$ cat src/rtl/spi_master_engine.sv
// spi_master_engine: full-duplex SPI master, one frame per accepted command.
// Each command selects its own frame length (1..DATA_W), chip select and SPI mode.
// SCLK half-period is HALF_DIV clk cycles. At least CS_GAP+1 deselected cycles separate frames.
module spi_master_engine #(
  parameter int DATA_W   = 32,
  parameter int NUM_CS   = 2,
  parameter int HALF_DIV = 5,
  parameter int CS_GAP   = 4,
  localparam int LEN_W   = $clog2(DATA_W + 1),
  localparam int CSEL_W  = (NUM_CS > 1) ? $clog2(NUM_CS) : 1
) (
  input  logic              clk,
  input  logic              rst_n,
  input  logic              cmd_valid,
  output logic              cmd_ready,
  input  logic [DATA_W-1:0] cmd_data,
  input  logic [LEN_W-1:0]  cmd_len,
  input  logic [CSEL_W-1:0] cmd_cs,
  input  logic              cmd_cpol,
  input  logic              cmd_cpha,
  output logic              rsp_valid,
  output logic [DATA_W-1:0] rsp_data,
  output logic              rsp_err,
  output logic              busy,
  output logic              spi_sclk,
  output logic [NUM_CS-1:0] spi_cs_n,
  output logic              spi_mosi,
  input  logic              spi_miso
);

  localparam int TMR_MAX = (HALF_DIV > CS_GAP) ? HALF_DIV : CS_GAP;
  localparam int TMR_W   = $clog2(TMR_MAX + 1);
  localparam logic [TMR_W-1:0]  H_LAST   = TMR_W'(HALF_DIV - 1);
  localparam logic [TMR_W-1:0]  G_LAST   = TMR_W'(CS_GAP - 1);
  localparam logic [LEN_W-1:0]  LEN_MAX  = LEN_W'(DATA_W);
  localparam logic [CSEL_W:0]   CS_LIMIT = (CSEL_W + 1)'(NUM_CS);

  typedef enum logic [2:0] {IDLE, SETUP, SHIFT, HOLD, GAP} state_t;

  state_t            state, state_d;
  logic [TMR_W-1:0]  tmr, tmr_d;
  logic              accept, sclk_edge, enter_gap;
  logic [LEN_W-1:0]  eff_len;
  logic [DATA_W-1:0] tx_init, tx_sr, rx_sr;
  logic [NUM_CS-1:0] cs_dec;
  logic [LEN_W:0]    edge_cnt, edge_total;
  logic              cpha_q, err_q;
  logic              lead_edge, last_edge, shift_now, sample_now;

  // A length of 0, or one beyond DATA_W, means a full-width frame.
  assign eff_len  = (cmd_len == '0 || cmd_len > LEN_MAX) ? LEN_MAX : cmd_len;
  // Left-align the frame so its first bit always leaves from the MSB.
  assign tx_init  = cmd_data << (LEN_MAX - eff_len);
  assign busy     = (state != IDLE);

  // edge_cnt counts the edges already issued, so an even count means the next edge is a leading edge.
  assign lead_edge  = ~edge_cnt[0];
  assign last_edge  = (edge_cnt == edge_total - 1'b1);
  assign shift_now  = lead_edge ? cpha_q : (~cpha_q & ~last_edge);
  assign sample_now = lead_edge ^ cpha_q;

  // Decode the chip-select index; out-of-range indexes select nothing.
  always_comb begin
    cs_dec = '1;
    for (int i = 0; i < NUM_CS; i++) begin
      if ({1'b0, cmd_cs} == (CSEL_W + 1)'(i)) cs_dec[i] = 1'b0;
    end
  end

  // Next-state logic: a single timer paces the SETUP, SCLK half-periods, HOLD and GAP phases.
  always_comb begin
    state_d   = state;
    tmr_d     = tmr + 1'b1;
    accept    = 1'b0;
    sclk_edge = 1'b0;
    enter_gap = 1'b0;
    unique case (state)
      IDLE: begin
        tmr_d = '0;
        if (cmd_valid && cmd_ready) begin
          accept  = 1'b1;
          state_d = SETUP;
        end
      end
      SETUP: if (tmr == H_LAST) begin
        tmr_d     = '0;
        sclk_edge = 1'b1;
        state_d   = SHIFT;
      end
      SHIFT: if (tmr == H_LAST) begin
        tmr_d = '0;
        if (edge_cnt == edge_total) state_d = HOLD;
        else sclk_edge = 1'b1;
      end
      HOLD: if (tmr == H_LAST) begin
        tmr_d     = '0;
        enter_gap = 1'b1;
        state_d   = GAP;
      end
      GAP: if (tmr == G_LAST) begin
        tmr_d   = '0;
        state_d = IDLE;
      end
      default: state_d = IDLE;
    endcase
  end

  // State, timer and ready registers; ready is registered so it stays low throughout reset.
  always_ff @(posedge clk) begin
    if (!rst_n) begin
      state     <= IDLE;
      tmr       <= '0;
      cmd_ready <= 1'b0;
    end else begin
      state     <= state_d;
      tmr       <= tmr_d;
      cmd_ready <= (state_d == IDLE);
    end
  end

  // SPI pins and response outputs, all registered and forced to idle by reset.
  always_ff @(posedge clk) begin
    if (!rst_n) begin
      spi_sclk  <= 1'b0;
      spi_cs_n  <= '1;
      spi_mosi  <= 1'b0;
      rsp_valid <= 1'b0;
      rsp_data  <= '0;
      rsp_err   <= 1'b0;
    end else begin
      rsp_valid <= 1'b0;
      if (accept) begin
        spi_sclk <= cmd_cpol;
        spi_cs_n <= cs_dec;
        spi_mosi <= cmd_cpha ? 1'b0 : tx_init[DATA_W-1];
      end
      if (sclk_edge) begin
        spi_sclk <= ~spi_sclk;
        if (shift_now) spi_mosi <= tx_sr[DATA_W-1];
      end
      if (enter_gap) begin
        spi_cs_n  <= '1;
        spi_mosi  <= 1'b0;
        rsp_valid <= 1'b1;
        rsp_data  <= rx_sr;
        rsp_err   <= err_q;
      end
    end
  end

  // Frame datapath: the shift registers and the latched command fields are reloaded on every accept.
  always_ff @(posedge clk) begin
    if (accept) begin
      tx_sr      <= cmd_cpha ? tx_init : (tx_init << 1);
      rx_sr      <= '0;
      edge_cnt   <= '0;
      edge_total <= {eff_len, 1'b0};
      cpha_q     <= cmd_cpha;
      err_q      <= ({1'b0, cmd_cs} >= CS_LIMIT);
    end else if (sclk_edge) begin
      edge_cnt <= edge_cnt + 1'b1;
      if (shift_now)  tx_sr <= tx_sr << 1;
      if (sample_now) rx_sr <= {rx_sr[DATA_W-2:0], spi_miso};
    end
  end

endmodule
$ cat config.mk
export PLATFORM = sky130hd
export DESIGN_NAME = spi_master_engine
export DESIGN_NICKNAME = d
export VERILOG_FILES = /design/src/rtl/spi_master_engine.sv
export SDC_FILE = /design/constraint.sdc
export NUM_CORES = 1
export LEC_CHECK = 0
export CORE_ASPECT_RATIO = 0.9
export CORE_MARGIN = 2
export CORE_UTILIZATION = 32
export DETAILED_ROUTE_END_ITERATION = 7
export GPL_ROUTABILITY_DRIVEN = 0
export PLACE_DENSITY = 0.56
export SLEW_MARGIN = 20
export SYNTH_ARGS = -nofsm -noshare
export SYNTH_HDL_FRONTEND = slang
export SYNTH_SLANG_ARGS = --single-unit
$ cat constraint.sdc
create_clock -name clk -period 3.2 [get_ports clk]
set_input_delay 0.32 -clock clk [delete_from_list [all_inputs] [get_ports clk]]
set_output_delay 0.32 -clock clk [all_outputs]
set_load 0.02 [all_outputs]
# Word level (Yosys, flattened, before mapping)
# Index checks and enable logic that the tools add are counted.
[totals] register_bits=122 input_bits=45 output_inout_bits=40 elab_cells=78
[classes] add_sub_neg=4 magnitude_cmp=1 eq_ne=8 shifts=1 n_mux=32 bitwise=7 n_reduce_logical=12
[op_table] op="two-way mux 32 bit" n=4
[op_table] op="left shift 32 x 6 -> 32 bit" n=1
[op_table] op="two-way mux 3 bit" n=8
[op_table] op="two-way mux 1 bit" n=16
[op_table] op="case mux 3 bit (5 select lines)" n=1
[op_table] op="== test 7 bit" n=2
[op_table] op="== test 3 x 2 -> 1 bit (second input constant)" n=3
[op_table] op="case mux 3 bit (3 select lines)" n=1
[op_table] op="adder 7 x 1 -> 7 bit (second input constant)" n=1
[op_table] op="subtractor 7 x 1 -> 7 bit (second input constant)" n=1
[op_table] op="== test 3 bit (second input constant)" n=2
[op_table] op="> comparator 6 bit (second input constant)" n=1
[op_table] op="zero test 3 bit" n=2
[op_table] op="zero test 6 bit" n=1
[op_table] op="two-way mux 6 bit" n=1
[op_table] op="subtractor 6 bit (first input constant)" n=1
[op_table] op="NOT 1 bit" n=5
[op_table] op="AND reduction 2 bit" n=2
[op_table] op="nonzero test 2 bit" n=2
[op_table] op="adder 3 x 1 -> 3 bit (second input constant)" n=1
[op_table] op="== test 3 x 1 -> 1 bit (second input constant)" n=1
[op_table] op="nonzero test 3 bit" n=1
[op_table] op="OR reduction 3 bit" n=1
[op_table] op="case mux 1 bit (2 select lines)" n=1
[op_table] op="5 further kinds" n=5

# Logic depth before layout (Yosys ltp)
[depth] ltp_word=9 mapped_depth=15 ltp_nobuf=10

# Worst setup path after synthesis
# No wires, ideal clock.
[synth_timing] path_kind="input to register" from="input cmd_len[5]" to="register tx_sr[27] (data pin)" setup_time_ns=0.266 arrival_ns=2.783 t_required_ns=2.934 setup_slack_ns=0.151 cell_stages=14 path_buffers=5 cell_sequence="buf_6 > nor2b_4 > buf_6 > buf_6 > inv_2 > ha_1 > buf_4 > xnor2_4 > buf_6 > mux4_2 > mux4_2 > mux2i_4 > a2bb2oi_2 > o21ai_1"
[synth_via] elab_chain_len=7 elab_cells_between_ends=8 cone_classes="1 x add/sub; 1 x order compare; 1 x shift; 3 x mux; 2 x reduce/logical"
[synth_lines] item="start, declared" line="17" source="input logic [LEN_W-1:0] cmd_len,"
[synth_lines] item="> comparator 6 bit or zero test 6 bit (tied branches)" line="51" source="assign eff_len = (cmd_len == '0 || cmd_len > LEN_MAX) ? LEN_MAX : cmd_len;"
[synth_lines] item="logical OR 1 bit" line="51"
[synth_lines] item="two-way mux 6 bit (*)" line="51"
[synth_lines] item="subtractor 6 bit (*)" line="53" source="assign tx_init = cmd_data << (LEN_MAX - eff_len);"
[synth_lines] item="left shift 32 x 6 -> 32 bit (*)" line="53"
[synth_lines] item="two-way mux 32 bit (*)" line="154" source="tx_sr <= cmd_cpha ? tx_init : (tx_init << 1);"
[synth_lines] item="two-way mux 32 bit (*)" line="153" source="if (accept) begin"
[synth_lines] item="end signal, assigned" line="154"
[synth_lines] item="end signal, assigned" line="162" source="if (shift_now) tx_sr <= tx_sr << 1;"
[synth_lines] item="end, declared" line="44" source="logic [DATA_W-1:0] tx_init, tx_sr, rx_sr;"
# Mark *: on every way between the ends. The rest lies on a longest branch, timed or not.
# A chain may end at the register's enable or synchronous reset.

# Final worst setup path
[layout_timing] from="input cmd_len[5]" to="register tx_sr[18] (data pin)"
# Same word-level chain as after synthesis.

==> out/results.ini <==
[critical_path]
crit_type = in2reg
endpoint_kind = flop
worstPathMaxFanout = 8
setup.worst_path.start_class = primary input
arrival_ns = 3.13
critical_path_buf_inv_count = 2
reg2reg_slack_ns = 0.42
cpMaxStageDelayCell = clkdlybuf4s50_1
cp_cell_sequence = clkdlybuf4s50_1 > nand2b_1 > ha_1 > or3b_1 > a221o_2 > nand2_1 > buf_4 > nor2_1 > a31oi_1 > o221ai_1
critical_path.top_delay_family = compound AO/OA/AOI/OAI gates
slowest_delay_ns = 0.55
required_ns = 3.33

[clock_network]
cts_hold_buf = 0
clkTransAtPathRegs_ns = 0.06
cts.sinks = 122
clockBufferDepth = 2
cts_setup_buffers = 0
cts_buffers = 17
cts_root_buf = clkbuf_16
cts_tree = yes
htreeDepth = 4
clk_latency_ns = 0.42

[die]
die_h_um = 148
rows = 52
start_util_pct = 32.7
fp.coreArea_mm2 = 0.0226
die_w_um = 164
io_pins = 85
fp.dieArea_mm2 = 0.0243

[drt]
dr_wl_met2_um = 8670
dr.pass1.iters = 4
vias_per_cell = 5.17
final_antenna_net_count = 0
met1_length_um = 9630
routed_wl_um = 19400
wl_per_cell_um = 15.8
topRoutingLayerUsed = met4
drc = 0
num_vias = 6334
drtIter0Drc = 524
route.met3.wl_um = 908

[worst_hold_path]
worstHoldPathType = reg2reg

[place]
place_inst = 1194
hpwl_um = 13700
io_buffers = 83
pre_cts_ws_ns = -0.251
placed_cell_area_mm2 = 0.00886

[final_layout]
num_antenna_cells = 0
final_area_mm2 = 0.00946
fillers = 2181
synthToLayoutAreaGrowth_pct = 28.2
final_nets = 968
drive_gt1_share_pct = 17.0
final_cells = 1226
fin_util_pct = 41.9

[yosys]
synth-main-ff-cell = dfxtp_1
synth_area_mm2 = 0.00738
synth_top_area_share_pct = 22.5
ys_ff_latch = 122
async_reset_ff_share_pct = 0
synth_fp_nets = 851
ys_warn_count = 0
seq_area_frac_synth_pct = 38.4
synth.most_common_cell = nand2_1
synthTopCellsByCount = nand2_1 (186), dfxtp_1 (83), mux2i_1 (57)
yosys.area.top_type = dfxtp_1
synthCells = 799
syn_area_per_cell_um2 = 9.23
ys_types = 77
synth_area_leaders = dfxtp_1 (23%), edfxtp_1 (16%), nand2_1 (9.5%)
synth-edff-count = 39

[global_route]
grt_max_degree = 49
grt_overflow_total = 0
grt_pass1_vias = 5901
track_usage_pct = 16.5
antenna_found_initial = 0
grt_pass1_wl_um = 32000

[sta]
finalSetupViolCount = 0
fin_tns_setup_ns = 0
drv_slew = 0
finalHoldViolations = 0
setup_ws_ns = 0.197
hold_ws_ns = 0.461
finalCritPeriodShare_pct = 93.8
slew_headroom_pct = 57.8
max_freq_mhz = 333
rsz0062_at_grt = false
finalCriticalPeriod_ns = 3.00
worst-slew-pin-transition_ns = 0.627
final.setup_skew_ns = 0.0105

[job]
max_cap_violations = 0

[run_status]
outcome = finished clean

[pwr]
peakVddDrop_v = 0.000265
leakage_nw = 3.44
power_density_mw_per_mm2 = 485
total_power_mw = 4.58

sequential cells by signal, summed over array words and instances, names as in the netlist, 2 cells and up:
signal      count
edge_cnt        7
edge_total      6
rsp_data       32
rx_sr          32
spi_cs_n        2
state           3
tmr             3
tx_sr          32
power breakdown:
group	internal (mW)	total (mW)	switching (mW)
combinational	0.467	0.978	0.512
sequential	1.65	1.67	0.0184
clock	1.15	1.94	0.791
total	3.26	4.58	1.32
cell type report:
type	instances	area, um^2	area share [%]
Tap cell	297	372	3.93
Sequential cell	122	2830	30.0
Clock inverter	14	148	1.56
Multi-Input combinational cell	600	4140	43.7
Clock buffer	18	450	4.76
Inverter	14	52.6	0.556
Timing Repair Buffer	161	1470	15.5
worst paths after layout:
kind | start | end | depth (start not counted)
worst max register to register | edge_total[2] | tx_sr[19] | 7
worst max-delay path | cmd_len[5] | tx_sr[18] | 10
worst min register to register | rsp_data[28] | rsp_data[28] | 2
worst min-delay path | rsp_data[28] | rsp_data[28] | 2
cells by family (layout without fill, tap and decap cells):
kind of cell	Yosys count	count (layout)	share of synthesized area, %
and+or+nand+nor	304	304	18.2
AOI/OAI and AO/OA	173	173	15.8
DFF	122	122	38.4
muxes	95	95	17.8
buffers and inverters	77	207	5.55
xor gates and xnor gates	20	20	3.07
adders and majority gates	7	7	1.19
other	1	1	0.0508
worst reg2reg max path, stage by stage (launching register included):
cell       delay, ns
edfxtp_1        0.45
nor3_1          0.30
or4b_1          0.46
a2111oi_0       0.41
o311ai_0        0.24
nand3b_1        0.29
nand2_1         0.14
buf_12          0.21
placed cells by master, fill, tap and decap left out, drive strengths merged, types with 7 or more instances in the layout:
cell | netlist | final
o221ai | 11 | 11
nand3 | 19 | 19
a21boi | 33 | 33
xor2 | 9 | 9
nor2 | 39 | 39
xnor2 | 10 | 10
mux4 | 27 | 27
nor3 | 16 | 16
clkbuf | 33 | 18
nand2 | 186 | 186
ha | 7 | 7
clkdlybuf4s50 | 0 | 83
dfxtp | 83 | 83
mux2 | 10 | 10
inv | 13 | 22
buf | 30 | 78
edfxtp | 39 | 39
a21oi | 56 | 56
mux2i | 58 | 58
o21ai | 22 | 22
per-layer routing:
layer	vias to the layer above	GRT usage, %
met5	-	0
met4	0	4.04
met3	15	3.62
met2	163	25.1
met1	3025	23.9
li1	3131	-
what timing repair did:
item / 4_1_cts / 5_1_grt
gates resized for setup: 0 / 1
hold endpoints to repair: 0 / 0
setup endpoints to repair: 0 / 2
Power figures use the tool's default switching activity.
